**config.mk**
```make
export PLATFORM = sky130hd
export DESIGN_NAME = uart_tx_arbiter
export DESIGN_NICKNAME = d
export VERILOG_FILES = /design/src/rtl/uart_tx_arbiter_pkg.sv /design/src/rtl/uart_tx_arbiter_picker.sv /design/src/rtl/uart_tx_arbiter.sv
export SDC_FILE = /design/constraint.sdc
export NUM_CORES = 1
export LEC_CHECK = 0
export ABC_AREA = 1
export CAP_MARGIN = 20
export CORE_AREA = 5 5 64 66
export CTS_BUF_LIST = sky130_fd_sc_hd__clkbuf_2 sky130_fd_sc_hd__clkbuf_4 sky130_fd_sc_hd__clkbuf_8
export DETAILED_ROUTE_END_ITERATION = 10
export DIE_AREA = 0 0 69 71
export DONT_BUFFER_PORTS = 1
export PLACE_DENSITY = 0.7
export SYNTH_ARGS = -nofsm -noshare
export SYNTH_HDL_FRONTEND = slang
export SYNTH_HIERARCHICAL = 1
export SYNTH_SLANG_ARGS = --single-unit
```
**constraint.sdc**
```tcl
create_clock -name clk -period 2.25 [get_ports clk]
set_input_delay 0.45 -clock clk [delete_from_list [all_inputs] [get_ports clk]]
set_output_delay 0.45 -clock clk [all_outputs]
set_load 0.005 [all_outputs]
```
**src/rtl/uart_tx_arbiter_pkg.sv**
```systemverilog
// Shared types and defaults for the UART transmit arbiter.
package uart_tx_arbiter_pkg;

  typedef enum logic {
    IDLE     = 1'b0,
    TRANSFER = 1'b1
  } state_e;

  localparam int unsigned DEFAULT_NUM_REQ        = 4;
  localparam int unsigned DEFAULT_TIMEOUT_CYCLES = 64;

  // Index width that stays legal (>= 1 bit) even for a single entry.
  function automatic int unsigned idx_width(input int unsigned n);
    return (n > 1) ? $clog2(n) : 1;
  endfunction

endpackage

```
**src/rtl/uart_tx_arbiter_picker.sv**
```systemverilog
// Combinational round-robin picker: first set request after last_owner, wrapping.
module rr_priority_picker
  import uart_tx_arbiter_pkg::*;
#(
  parameter int unsigned NUM_REQ = DEFAULT_NUM_REQ,
  localparam int unsigned IDX_W  = idx_width(NUM_REQ)
) (
  input  logic [NUM_REQ-1:0] req,
  input  logic [IDX_W-1:0]   last_owner,
  output logic [NUM_REQ-1:0] pick,
  output logic               pick_valid
);

  logic [IDX_W-1:0] idx;

  // NOTE: every output gets a default before the loop so no path leaves a latch.
  always_comb begin
    pick       = '0;
    pick_valid = 1'b0;
    idx        = '0;
    for (int unsigned k = 1; k <= NUM_REQ; k++) begin
      idx = IDX_W'((32'(last_owner) + k) % NUM_REQ);
      if (!pick_valid && req[idx]) begin
        pick[idx]  = 1'b1;
        pick_valid = 1'b1;
      end
    end
  end

endmodule

```
**src/rtl/uart_tx_arbiter.sv**
```systemverilog
// Shares one UART transmitter among NUM_REQ message sources, one whole message at a time.
// Optional stall timeout on an open grant: define UART_TX_ARB_TIMEOUT_EN.
module uart_tx_arbiter
  import uart_tx_arbiter_pkg::*;
#(
  parameter int unsigned NUM_REQ        = DEFAULT_NUM_REQ,
  parameter int unsigned TIMEOUT_CYCLES = DEFAULT_TIMEOUT_CYCLES
) (
  input  logic                    clk,
  input  logic                    rst_n,
  input  logic [NUM_REQ-1:0]      req_valid,
  input  logic [NUM_REQ-1:0][7:0] req_data,
  input  logic [NUM_REQ-1:0]      req_last,
  output logic [NUM_REQ-1:0]      req_ready,
  input  logic                    buffer_full,
  output logic                    tx_write_enable,
  output logic [7:0]              tx_data,
  output logic [NUM_REQ-1:0]      grant,
  output logic                    busy
`ifdef UART_TX_ARB_TIMEOUT_EN
  ,
  output logic                    timeout_error
`endif
);

  localparam int unsigned IDX_W = idx_width(NUM_REQ);

  if (NUM_REQ < 2 || TIMEOUT_CYCLES < 1) begin : g_cfg_check
    $error("uart_tx_arbiter: NUM_REQ must be >= 2 and TIMEOUT_CYCLES >= 1");
  end

  state_e             state_q, state_d;
  logic [NUM_REQ-1:0] grant_q, grant_d;
  logic [IDX_W-1:0]   owner_q, owner_d;
  logic [IDX_W-1:0]   last_owner_q, last_owner_d;
  logic               tx_we_q, tx_we_d;
  logic [7:0]         tx_data_q, tx_data_d;

  logic [NUM_REQ-1:0] pick;
  logic               pick_valid;
  logic [IDX_W-1:0]   pick_idx;
  logic               accept;

`ifdef UART_TX_ARB_TIMEOUT_EN
  localparam int unsigned STALL_W = idx_width(TIMEOUT_CYCLES + 1);
  logic [STALL_W-1:0] stall_q, stall_d;
  logic               timeout_q, timeout_d;
`endif

  rr_priority_picker #(.NUM_REQ(NUM_REQ)) u_picker (
    .req        (req_valid),
    .last_owner (last_owner_q),
    .pick       (pick),
    .pick_valid (pick_valid)
  );

  always_comb begin
    pick_idx = '0;
    for (int unsigned i = 0; i < NUM_REQ; i++) begin
      if (pick[i]) pick_idx = IDX_W'(i);
    end
  end

  always_comb begin
    state_d      = state_q;
    grant_d      = grant_q;
    owner_d      = owner_q;
    last_owner_d = last_owner_q;
    tx_we_d      = 1'b0;
    tx_data_d    = tx_data_q;
    req_ready    = '0;
    accept       = 1'b0;
`ifdef UART_TX_ARB_TIMEOUT_EN
    stall_d      = stall_q;
    timeout_d    = 1'b0;
`endif
    unique case (state_q)
      IDLE: begin
        if (pick_valid) begin
          state_d = TRANSFER;
          grant_d = pick;
          owner_d = pick_idx;
`ifdef UART_TX_ARB_TIMEOUT_EN
          stall_d = '0;
`endif
        end
      end
      TRANSFER: begin
        // Only the owner ever sees ready; other requesters are invisible until release.
        req_ready[owner_q] = !buffer_full;
        accept             = req_valid[owner_q] && !buffer_full;
        if (accept) begin
          tx_we_d   = 1'b1;
          tx_data_d = req_data[owner_q];
`ifdef UART_TX_ARB_TIMEOUT_EN
          stall_d   = '0;
`endif
          if (req_last[owner_q]) begin
            state_d      = IDLE;
            grant_d      = '0;
            last_owner_d = owner_q;
          end
        end
`ifdef UART_TX_ARB_TIMEOUT_EN
        else if (!req_valid[owner_q]) begin
          if (stall_q == STALL_W'(TIMEOUT_CYCLES - 1)) begin
            state_d      = IDLE;
            grant_d      = '0;
            last_owner_d = owner_q;
            timeout_d    = 1'b1;
          end else begin
            stall_d = stall_q + 1'b1;
          end
        end
`endif
      end
      default: state_d = IDLE;
    endcase
  end

  // NOTE: state registers use non-blocking assignments so every flop samples pre-edge values.
  always_ff @(posedge clk or negedge rst_n) begin
    if (!rst_n) begin
      state_q      <= IDLE;
      grant_q      <= '0;
      owner_q      <= '0;
      last_owner_q <= IDX_W'(NUM_REQ - 1);
      tx_we_q      <= 1'b0;
      tx_data_q    <= '0;
`ifdef UART_TX_ARB_TIMEOUT_EN
      stall_q      <= '0;
      timeout_q    <= 1'b0;
`endif
    end else begin
      state_q      <= state_d;
      grant_q      <= grant_d;
      owner_q      <= owner_d;
      last_owner_q <= last_owner_d;
      tx_we_q      <= tx_we_d;
      tx_data_q    <= tx_data_d;
`ifdef UART_TX_ARB_TIMEOUT_EN
      stall_q      <= stall_d;
      timeout_q    <= timeout_d;
`endif
    end
  end

  assign grant           = grant_q;
  assign busy            = (state_q == TRANSFER);
  assign tx_write_enable = tx_we_q;
  assign tx_data         = tx_data_q;
`ifdef UART_TX_ARB_TIMEOUT_EN
  assign timeout_error   = timeout_q;
`endif

endmodule

```
Word level (Yosys, flattened, before mapping)
Index checks and enable logic that the tools add are counted.

operators by class
  add/sub/neg operators = 4
  order comparisons = 10
  eq/ne operators = 3
  muxes and demuxes = 46
  bitwise gates (word level) = 5
  reductions and logical operators = 17

operator list
  kind                                                                           count
  4-bit 2-to-1 mux                                                               8
  1-bit 2-to-1 mux                                                               21
  8-bit binary-select mux with 2-bit select                                      1
  2-bit by 3-bit less-than comparator with 1-bit output (second input constant)  5
  1-bit binary-select mux with 2-bit select                                      6
  4-bit bitwise OR                                                               3
  1-bit demux with 2-bit select                                                  5
  2-bit by 1-bit >= comparator with 1-bit output (second input constant)         5
  1-bit logical AND                                                              9
  8-bit 2-to-1 mux                                                               1
  4-bit one-hot mux with 2 select lines                                          1
  3-bit AND reduction                                                            2
  2-bit by 1-bit adder with 2-bit output (second input constant)                 2
  2-bit adder (second input constant)                                            2
  4-bit bitwise AND                                                              1
  1-bit zero test                                                                4
  2-bit 2-to-1 mux                                                               2
  2-bit by 1-bit inequality test with 1-bit output (second input constant)       2
  2-bit AND reduction                                                            2
  2-bit inequality test (second input constant)                                  1
  1-bit one-hot mux with 2 select lines                                          1
  1-bit inverter                                                                 1

storage, ports and cells
  flip-flop bits (word level) = 18
  bits of input ports = 43
  output and inout port bits = 18
  logic and storage cells = 91

Logic depth before layout (Yosys ltp)
  depth in word-level cells = 16
  depth in mapped cells = 13
  depth with buffers taken out = 13

Modules after synthesis
Netlist, hierarchy kept.

by module, submodules not included
  module              instances  cells an instance  area each (µm²)  sequential area each (µm²)
  uart_tx_arbiter     1          138                1,046.0          452.9
  rr_priority_picker  1          80                 451.7            0.0

Least setup slack after synthesis
No wires, ideal clock.

  path kind = register -> register
  start point = register last_owner_q[0]
  end point = register owner_q[1]
  setup time = 0.129 ns
  arrival = 2.034 ns
  required time = 2.121 ns
  path slack = 0.087 ns
  stages on the path, launching flop included = 13
  buffers on the path = 0
  period minus slack after synthesis = 2.163 ns
  cells stage by stage = dfstp_2 -> inv_2 -> ha_1 -> inv_1 -> nand3_4 -> nand2_4 -> nand2_2 -> nor2_4 -> nand2_1 -> nand2_1 -> inv_1 -> o21ai_0 -> o21ai_0

between the ends
  elaborated cells between the ends (all ways) = 52
  classes of those cells = 4 x add/sub; 8 x order compare; 26 x mux; 3 x bitwise; 11 x reduce/logical

RTL lines
  what                                       line                          source
  from (decl)                                uart_tx_arbiter.sv:35         logic [IDX_W-1:0] last_owner_q, last_owner_d;
  from (signal assigned)                     uart_tx_arbiter.sv:127        last_owner_q <= IDX_W'(NUM_REQ - 1);
  from (signal assigned)                     uart_tx_arbiter.sv:138        last_owner_q <= last_owner_d;
  2-bit by 1-bit adder with 2-bit output     uart_tx_arbiter_picker.sv:22  idx = IDX_W'((32'(last_owner) + k) % NUM_REQ);
  1-bit binary-select mux with 2-bit select  uart_tx_arbiter_picker.sv:23  if (!pick_valid && req[idx]) begin
  1-bit 2-to-1 mux (not written as such)     uart_tx_arbiter_picker.sv:23
  1-bit 2-to-1 mux                           uart_tx_arbiter_picker.sv:23
  1-bit zero test                            uart_tx_arbiter_picker.sv:23
  1-bit logical AND                          uart_tx_arbiter_picker.sv:23
  1-bit 2-to-1 mux                           uart_tx_arbiter_picker.sv:23
  1-bit zero test                            uart_tx_arbiter_picker.sv:23
  1-bit logical AND                          uart_tx_arbiter_picker.sv:23
  1-bit 2-to-1 mux                           uart_tx_arbiter_picker.sv:23
  1-bit zero test                            uart_tx_arbiter_picker.sv:23
  1-bit logical AND                          uart_tx_arbiter_picker.sv:23
  1-bit 2-to-1 mux *                         uart_tx_arbiter_picker.sv:23
  named net pick_valid                       uart_tx_arbiter.sv:40         logic pick_valid;
  2-bit AND reduction (no line) *            -
  to (signal assigned)                       uart_tx_arbiter.sv:137        owner_q <= owner_d;
  to (decl)                                  uart_tx_arbiter.sv:34         logic [IDX_W-1:0] owner_q, owner_d;

Mark *: on every way through the listed nets, which the timed path passes. The rest lies on a longest branch. The select of a mux whose other input is x is not followed.
A chain may end at the register's enable or synchronous reset.

Worst setup path in the final report
  start point = register last_owner_q[0]
  end point = register owner_q[0]

The elaborated chain is that of the path after synthesis.

==> results.md <==
- Distinct cells, synth: 24
- Worst Hold Path EP: tx_data[6]
- Family with the most delay on the worst path: simple AND/OR/NAND/NOR gates
- Post-Syn Nets: 269
- Commonest non-fill, non-tap cell in the layout: nand2_1
- Starting DRT DRC Count: 53
- Max-Cap Viols: 0
- PwrDens: 1400 nW/um2
- Seq/Total Area, Yosys: 0.302
- Util after Layout: 0.457
- CP max stage cell: dfstp_2
- Final wirelength: 3390 um
- Worst setup path class: reg -> reg
- Final setup margin: 0.195 ns
- Hold Crit Start: req_data[30]
- Gr usage total: 0.144
- Via Count: between 1k and 1.5k
- Setup TNS: 0 ns
- Final hold violations: 0
- CTS tree: done
- Post-Syn Area: around 1500 um2
- Port Buffer Count: 0
- Final worst-path cycle share: 0.913
- Total CTS buffers: 3
- Leakage Power: 0.835 nW
- Setup violators final: 0
- Fin. max-slew vios: 0
- Largest net degree at the start of global routing: 19
- Cells after DPL: 267
- Synth Register Bits: 18
- Share of layout cells above drive strength 1: 0.147
- CTS max path bufs: 2
- Die extent in y: 71 um
- Crit path required time: 2.43 ns
- Antenna violations before repair: 0
- Vias in the first global route: 1354
- Routability congestion estimate: between 0.8 and 0.9
- Row Count: 22
- Full die area: 4900 um2
- Clock root buffer: clkbuf_4
- Crit end category: flop
- Source of the worst register-to-register timing path: last_owner_q[0]
- Final setup skew: 0.000951 ns
- Worst R2R End: owner_q[0]
- Max Fanout on Critical Path: 10
- CP Cell Sequence: inv_2 > ha_4 > inv_1 > nand3_4 > nand2_4 > nand2_2 > nor2_4 > nand2_1 > nand2_1 > inv_1 > o21ai_0 > o21ai_0
- Worst Hold Margin: about 0.32 ns
- Worst Hold Class: in -> reg
- Outcome: finished clean
- N_diodes: 0
- Via density: 5.06
- Final std cells w/o fill: 272
- Gr ovfl total: 0
- Filler cells: 381
- Starting Density: 0.425
- Clock transition at path regs: around 0.10 ns
- Crit path buffers/inverters: 3
- Die span in x: 69 um
- Final net count: 276
- Cells after synthesis: 218
- RSZ-0062 raised after global routing: false
- First-pass GRT wire length: 5870 um
- VDD IR max: 0.703 mV
- FMAX: 487 MHz
- Rel. slew slack: 0.470
- Cells on worst reg2reg path: 12
- Clk Latency, worst-skew pair: 0.29 ns
- Data arrival, critical path: 2.23 ns
- DRT Pass-1 Iters: 5
- Syn Area/Cell: 6.87 um2
- R2R setup slack: just under 0.2 ns
- Core area: approximately 3500 um2
- Drt wl/cell: 12.5 um
- Min Tclk post-route: 2.05 ns
- Yosys warns: 6
- IO Count: 61
- Post-DP HPWL: 2760 um
- Most frequent cells in the layout: 80 x nand2_1, 33 x nand3_1, 18 x inv_1
- Worst-Margin Slew: between 0.7 and 0.8 ns
- Area growth syn-to-layout: 7.60%
- Critical path startpoint category: flop
- Post-CTS setup repair buffer count: 0
- Clock sink total: 18
- H-tree Lvls: 1
- Residual DRC: 0
- Final ANT Viol Nets: 0
- Hold Path Depth: 2
- Place WS: 0.110 ns
- CP max stage delay: about 0.55 ns
registers in the layout, indices dropped and copies added (netlist names):
name and count:
tx_data 8, tx_write_enable 1, owner_q 2, last_owner_q 2
grant 4, busy 1
synth_stat cells:
cell type / count / area, um2
o21ai_0: 7 / 35.0
inv_2: 2 / 7.51
ha_1: 8 / 100
nand2_1: 81 / 304
nand3_4: 3 / 52.6
buf_6: 2 / 22.5
o21ai_1: 7 / 35.0
a21oi_1: 8 / 40.0
dfrtp_1: 16 / 400
inv_8: 1 / 11.3
nor2_2: 3 / 18.8
nand2_2: 6 / 37.5
o21ai_2: 1 / 8.76
inv_1: 18 / 67.6
nand2_4: 2 / 22.5
nand3_1: 33 / 165
nor2_1: 10 / 37.5
dfstp_2: 2 / 52.6
buf_8: 1 / 15.0
nor3_1: 3 / 15.0
nor2_4: 1 / 11.3
o21a_1: 1 / 7.51
nor2_8: 1 / 20.0
nand3_2: 1 / 10.0
worst max path at each step:
stage               startpoint    endpoint  slack, ns  cells past startpoint
2_1_floorplan  last_owner_q[0]  owner_q[1]       0.09                     12
4_1_cts        last_owner_q[0]  owner_q[0]       0.08                     12
3_5_place_dp   last_owner_q[0]  owner_q[0]       0.11                     12
3_3_place_gp   last_owner_q[0]  owner_q[1]       0.17                     12
5_1_grt        last_owner_q[0]  owner_q[0]       0.05                     13
6_report       last_owner_q[0]  owner_q[0]       0.20                     12
metrics by stage:
| step | area, um2 | total power [W] |
|---|---|---|
| 5_1_grt | 1610 | 0.00254 |
| 3_5_place_dp | 1550 | 0.00203 |
| 6_report | 1610 | 0.00226 |
| 3_3_place_gp | 1550 | 0.00201 |
| 2_1_floorplan | 1500 | 0.00178 |
| 4_1_cts | 1600 | 0.00224 |
where the power goes:
group	switching (W)	internal, W
Combinational	0.000939	0.000510
Clock	0.0000969	0.0000987
Sequential	0.000147	0.000467
Total	0.00118	0.00108
timing repair:
item,4_1_cts,5_1_grt
endpoints found under the setup margin,0,5
hold endpoints to repair,18,0
hold buffers,1,0
gates resized for setup,0,2
cells by family after synthesis:
family / after synthesis / synth area share
flops: 18 / 0.302
simple gates: 144 / 0.464
fa+ha+maj: 8 / 0.0668
buf+inv: 24 / 0.0827
compound gates: 24 / 0.0844
layout make-up:
class / count / area (um2) / area share
clock buffer: 4 / 36.3 / 0.0225
tap: 48 / 60.1 / 0.0373
timing repair buffer: 5 / 40.0 / 0.0248
sequential: 18 / 453 / 0.281
multi-input combinational: 176 / 936 / 0.581
inverter: 21 / 86.3 / 0.0536
per-layer routing:
layer  vias up  wire length (um)  GRT usage
li1        713                 -          -
met1       606              1420      0.159
met2        53              1720      0.271
met3         4               219     0.0284
met4         0                31     0.0542
met5         -                 0          0
No activity file was read; power rests on OpenSTA's default activity.
